[src/rtl/uart_hex_pkg.sv]
// Shared types and constants for the ASCII-hex to byte decoder.
package uart_hex_pkg;

  localparam int unsigned CLK_HZ = 12_000_000;

  typedef enum logic {
    WAIT_HI = 1'b0,
    WAIT_LO = 1'b1
  } state_t;

  localparam logic [7:0] SEP_SPACE = 8'h20;
  localparam logic [7:0] SEP_CR    = 8'h0D;
  localparam logic [7:0] SEP_LF    = 8'h0A;
  localparam logic [7:0] SEP_TAB   = 8'h09;
  localparam logic [7:0] SEP_COMMA = 8'h2C;

endpackage

[src/rtl/ascii_to_nibble.sv]
// Combinational ASCII classifier: hex digit value, digit flag and separator flag.
module ascii_to_nibble
  import uart_hex_pkg::*;
#(
  parameter bit ACCEPT_LOWER = 1'b1
) (
  input  logic [7:0] ch,
  output logic [3:0] nib,
  output logic       is_digit,
  output logic       is_sep
);

  always_comb begin
    nib      = 4'h0;
    is_digit = 1'b0;
    if (ch >= 8'h30 && ch <= 8'h39) begin
      is_digit = 1'b1;
      nib      = 4'(ch - 8'h30);
    end else if (ch >= 8'h41 && ch <= 8'h46) begin
      is_digit = 1'b1;
      nib      = 4'(ch - 8'h37);
    end else if (ACCEPT_LOWER && ch >= 8'h61 && ch <= 8'h66) begin
      is_digit = 1'b1;
      nib      = 4'(ch - 8'h57);
    end
  end

  assign is_sep = (ch == SEP_SPACE) || (ch == SEP_CR) || (ch == SEP_LF) ||
                  (ch == SEP_TAB) || (ch == SEP_COMMA);

endmodule

[src/rtl/uart_hex_decoder.sv]
// Assembles pairs of ASCII hex digits into bytes behind a one-entry valid/ready register.
// Optional saturating error counter enabled by UART_HEX_DECODER_ERR_CNT_EN.
module uart_hex_decoder
  import uart_hex_pkg::*;
#(
  parameter bit          ACCEPT_LOWER   = 1'b1,
  parameter int unsigned TIMEOUT_CYCLES = CLK_HZ
) (
  input  logic       CLK,
  input  logic       RST,
  input  logic       rx_valid,
  input  logic [7:0] rx_data,
  output logic       byte_valid,
  output logic [7:0] byte_data,
  input  logic       byte_ready,
  output logic       err_char,
  output logic       err_overrun,
  output logic       err_timeout,
`ifdef UART_HEX_DECODER_ERR_CNT_EN
  input  logic       err_clr,
  output logic [7:0] err_count,
`endif
  output logic       busy
);

  localparam int unsigned CNT_W = (TIMEOUT_CYCLES == 0) ? 1 : $clog2(TIMEOUT_CYCLES + 1);
  localparam logic [CNT_W-1:0] CNT_MAX = CNT_W'(TIMEOUT_CYCLES);

  state_t           state_q, state_d;
  logic [3:0]       hi_q, hi_d;
  logic [CNT_W-1:0] cnt_q, cnt_d, cnt_inc;
  logic             bv_d;
  logic [7:0]       bd_d;
  logic             ec_d, eo_d, et_d;

  logic [3:0] nib;
  logic       is_digit;
  logic       is_sep;

  ascii_to_nibble #(
    .ACCEPT_LOWER(ACCEPT_LOWER)
  ) u_a2n (
    .ch      (rx_data),
    .nib     (nib),
    .is_digit(is_digit),
    .is_sep  (is_sep)
  );

  assign cnt_inc = cnt_q + CNT_W'(1);

  // Next-state, holding register and error pulse decode
  always_comb begin
    state_d = state_q;
    hi_d    = hi_q;
    cnt_d   = cnt_q;
    bv_d    = byte_valid;
    bd_d    = byte_data;
    ec_d    = 1'b0;
    eo_d    = 1'b0;
    et_d    = 1'b0;

    if (byte_valid && byte_ready) bv_d = 1'b0;

    case (state_q)
      WAIT_HI: begin
        if (rx_valid) begin
          if (is_digit) begin
            hi_d    = nib;
            cnt_d   = '0;
            state_d = WAIT_LO;
          end else if (!is_sep) begin
            ec_d = 1'b1;
          end
        end
      end
      WAIT_LO: begin
        if (rx_valid) begin
          state_d = WAIT_HI;
          if (is_digit) begin
            // A handshake this cycle frees the register, so load without a bubble
            if (!byte_valid || byte_ready) begin
              bv_d = 1'b1;
              bd_d = {hi_q, nib};
            end else begin
              eo_d = 1'b1;
            end
          end else if (!is_sep) begin
            ec_d = 1'b1;
          end
        end else if (TIMEOUT_CYCLES != 0) begin
          if (cnt_inc == CNT_MAX) begin
            et_d    = 1'b1;
            cnt_d   = '0;
            state_d = WAIT_HI;
          end else begin
            cnt_d = cnt_inc;
          end
        end
      end
      default: state_d = WAIT_HI;
    endcase
  end

  always_ff @(posedge CLK or posedge RST) begin
    if (RST) begin
      state_q     <= WAIT_HI;
      hi_q        <= 4'h0;
      cnt_q       <= '0;
      byte_valid  <= 1'b0;
      byte_data   <= 8'h00;
      err_char    <= 1'b0;
      err_overrun <= 1'b0;
      err_timeout <= 1'b0;
      busy        <= 1'b0;
    end else begin
      state_q     <= state_d;
      hi_q        <= hi_d;
      cnt_q       <= cnt_d;
      byte_valid  <= bv_d;
      byte_data   <= bd_d;
      err_char    <= ec_d;
      err_overrun <= eo_d;
      err_timeout <= et_d;
      busy        <= (state_d == WAIT_LO);
    end
  end

`ifdef UART_HEX_DECODER_ERR_CNT_EN
  // Clear has priority over a simultaneous error
  always_ff @(posedge CLK or posedge RST) begin
    if (RST) begin
      err_count <= 8'h00;
    end else if (err_clr) begin
      err_count <= 8'h00;
    end else if ((ec_d || eo_d || et_d) && (err_count != 8'hFF)) begin
      err_count <= err_count + 8'd1;
    end
  end
`endif

endmodule

[config.mk]
export PLATFORM = sky130hd
export DESIGN_NAME = uart_hex_decoder
export DESIGN_NICKNAME = d
export VERILOG_FILES = /design/src/rtl/uart_hex_pkg.sv /design/src/rtl/ascii_to_nibble.sv /design/src/rtl/uart_hex_decoder.sv
export SDC_FILE = /design/constraint.sdc
export NUM_CORES = 1
export LEC_CHECK = 0
export BUFFER_PORTS_ARGS = -buffer_cell sky130_fd_sc_hd__buf_2
export CAP_MARGIN = 20
export CORE_MARGIN = 5
export CORE_UTILIZATION = 42
export CTS_CLUSTER_DIAMETER = 80
export DETAILED_ROUTE_END_ITERATION = 8
export GPL_TIMING_DRIVEN = 0
export PLACE_DENSITY_LB_ADDON = 0.15
export SLEW_MARGIN = 30
export SYNTH_ARGS = -nofsm -noshare
export SYNTH_HDL_FRONTEND = slang
export SYNTH_SLANG_ARGS = --single-unit
[constraint.sdc]
create_clock -name CLK -period 8.25 [get_ports CLK]
set_input_delay 0.825 -clock CLK [delete_from_list [all_inputs] [get_ports CLK]]
set_output_delay 0.825 -clock CLK [all_outputs]
set_load 0.02 [all_outputs]
==> impl_metrics.json <==
{
  "setup_tns_ps": 0,
  "ys_warn_count": 0,
  "synthTopCellsByArea": "dfrtp_1 (42%), nand2_1 (4.8%), xnor2_1 (4.3%)",
  "switching_share": 0.254,
  "criticalPathCategory": "reg -> reg",
  "layout-drive-gt1-share": 0.167,
  "synthToLayoutAreaGrowth_pct": 14.2,
  "grt_util_all_layers": 0.165,
  "setup-violations-final": 0,
  "drtAntennaViolNets": 0,
  "clk_path_buf_depth": 2,
  "layout_commonest_cell": "dfrtp_1",
  "hold_buffers": 0,
  "crit_slowest_cell": "nor4_1",
  "cts_resized": 0,
  "drt_iter0_drc": 122,
  "grt_pass1_wl_mm": 9.81,
  "drc": 0,
  "wl_per_cell_um": 14.8,
  "synth_top_cell_by_area": "dfrtp_1",
  "grt_pass1_vias": 2017,
  "regArea_um2": 1030,
  "dieArea_um2": 7390,
  "crit_arrival_ps": 3730,
  "fp.dieW_um": 85.9,
  "p_leak_nw": 1.24,
  "htree_levels": 2,
  "switching_power_w": 0.000109,
  "p_int_w": 0.000319,
  "synthXorXnorAreaFrac": 0.0795,
  "syn_nets": 285,
  "antenna_found_initial": 0,
  "synth.area.mux_share": 0.0279,
  "slew_viol_final": 0,
  "antenna_cells": 0,
  "p_seq_frac": 0.523,
  "start_util": 0.437,
  "r2r_slack_ps": 4710,
  "design_area_um2": 2770,
  "grt_setup_unrepaired": "no",
  "synthSimpleGateAreaFrac": 0.271,
  "cap_violations": 0,
  "path_delay_family": "simple AND/OR/NAND/NOR gates",
  "grt_start_max_net_pins": 24,
  "endpoint_kind": "flop",
  "crit_required_ps": 8440,
  "post-cts-setup-buffers": 0,
  "seq_area_frac_synth": 0.424,
  "worst_slew_pin_slew_ps": 923,
  "hp-class": "reg -> reg",
  "p_per_area_nw_per_um2": 155,
  "combPwrFrac": 0.112,
  "firstDrtPassIters": 4,
  "layout.nets": 316,
  "synth_compound_area_frac": 0.139,
  "viasPerCell": 5.53,
  "max_freq_mhz": 282,
  "avgSynthCellArea_um2": 9.04,
  "multi_input_area_um2": 1320,
  "synth_edf_count": 0,
  "syn-cell-area_um2": 2420,
  "relSlewSlack": 0.379,
  "synth_top_area_share": 0.424,
  "clock_skew_ps": 5.39,
  "status": "finished clean",
  "cts_root_buffer": "clkbuf_8",
  "port_buffers": 23,
  "crit_path_max_incr_delay_ps": 890,
  "dr_total_vias": 2050,
  "final_cell_mix": "dfrtp_1 (41), nand2_1 (31), buf_2 (27)",
  "finalWirelength_mm": 5.49,
  "clkPwrFrac": 0.365,
  "crit_path_start_kind": "flop",
  "die_height_um": 85.9,
  "synth_cells": 268,
  "hpwl_mm": 4.11,
  "ys.flop_type": "dfrtp_1",
  "postPlaceCellArea_um2": 2660,
  "fill_cells": 559,
  "finalHoldViolCount": 0,
  "tritoncts.num_buffers": 5,
  "ys_ff_latch": 41,
  "grt_remaining_overflow": 0,
  "synthAdderAreaFrac": 0.0258,
  "io_pins": 25,
  "clk_pin_slew_worst_paths_ps": 80,
  "rows": 27,
  "tritoncts": "built",
  "p_total_w": 0.000428,
  "gp_congestion": 0.850,
  "ys_types": 49,
  "clk_latency_ps": 290,
  "min_period_over_period": 0.429,
  "crit_chain": "ha_1, nand4_1, nor4_1, mux2_2, nor4_1, a31oi_1, a21o_1, a21o_1",
  "vdd_drop_max_mv": 0.0779,
  "crit_fanout": 10,
  "async_flop_share": 1.00,
  "synth_top_family_by_area": "simple AND/OR/NAND/NOR gates",
  "finalCriticalPeriod_ps": 3540,
  "clock-sinks": 41,
  "core_area_um2": 5540,
  "path_buf_inv": 0
}
## power by group through the flow
stage	logic (W)	registers [W]	clock network [W]
final	0.0000481	0.000224	0.000156
after global placement	0.0000458	0.000228	0
after CTS	0.0000486	0.000224	0.000161
after global routing	0.0000561	0.000226	0.000169
after floorplan	0.0000304	0.000227	0
after detailed placement	0.0000486	0.000227	0
## path summary, 6_finish.rpt
kind                                           from                        to  cells past startpoint
max in group asynchronous                       RST       hi_q[3]$_DFFE_PP0P_                      3
max                            cnt_q[0]$_DFFE_PP0P_     cnt_q[16]$_DFFE_PP0P_                      8
max reg2reg                    cnt_q[0]$_DFFE_PP0P_     cnt_q[16]$_DFFE_PP0P_                      8
min reg2reg                byte_data[0]$_DFFE_PP0P_  byte_data[0]$_DFFE_PP0P_                      2
min                        byte_data[0]$_DFFE_PP0P_  byte_data[0]$_DFFE_PP0P_                      2
min in group asynchronous                       RST      cnt_q[8]$_DFFE_PP0P_                      2
## cells in the mapped netlist (3+ instances only)
| cell | count |
|---|---|
| a21o_1 | 3 |
| a31oi_1 | 5 |
| and3_1 | 4 |
| buf_2 | 4 |
| clkbuf_1 | 7 |
| dfrtp_1 | 41 |
| ha_1 | 5 |
| inv_1 | 9 |
| mux2_2 | 6 |
| nand2_1 | 31 |
| nand2b_1 | 5 |
| nand3_1 | 9 |
| nand4_1 | 8 |
| nor2_1 | 25 |
| nor2b_1 | 5 |
| nor3_1 | 11 |
| nor4_1 | 10 |
| o21ai_0 | 19 |
| xnor2_1 | 12 |
| xor2_1 | 10 |
## sequential cells by signal, summed over array words and instances, names as in the netlist
name,flops
cnt_q,24
byte_data,8
hi_q,4
byte_valid,1
err_char,1
err_overrun,1
err_timeout,1
state_q,1
## layer usage
layer,wire (um),up-vias,GRT usage
li1,-,1028,-
met1,2700,977,0.229
met2,2490,39,0.260
met3,218,6,0.0346
met4,81,0,0.0446
met5,0,-,0
## layout make-up
class / count / share of cell area
timing repair buffer: 24 / 0.0516
inverter: 9 / 0.0122
tap: 72 / 0.0326
buffer: 11 / 0.0167
multi-input combinational: 207 / 0.478
sequential: 41 / 0.371
clock inverter: 2 / 0.0127
clock buffer: 5 / 0.0249
## tightest hold or removal path: stages, from the launching register on
cell	delay, ps
dfrtp_1	340
nand2_1	40
o21ai_0	60
## logic make-up after synthesis
kind of cell    Yosys count
compound gates           50
xor+xnor                 22
fa+ha+maj                 5
buf+inv                  20
flops                    41
mux                       6
simple gates            124
## stage by stage
stage / cells / setup slack (ps) / util / hold WS, ps
floorplan: 268 / 5360 / - / 446
global placement: 363 / 4540 / 0.474 / 460
detailed placement: 364 / 4550 / 0.479 / 465
CTS: 371 / 4730 / 0.498 / 484
global route: 371 / 4480 / 0.499 / 524
finish: 371 / 4710 / 0.499 / 478
No activity file was read; power rests on OpenSTA's default activity.
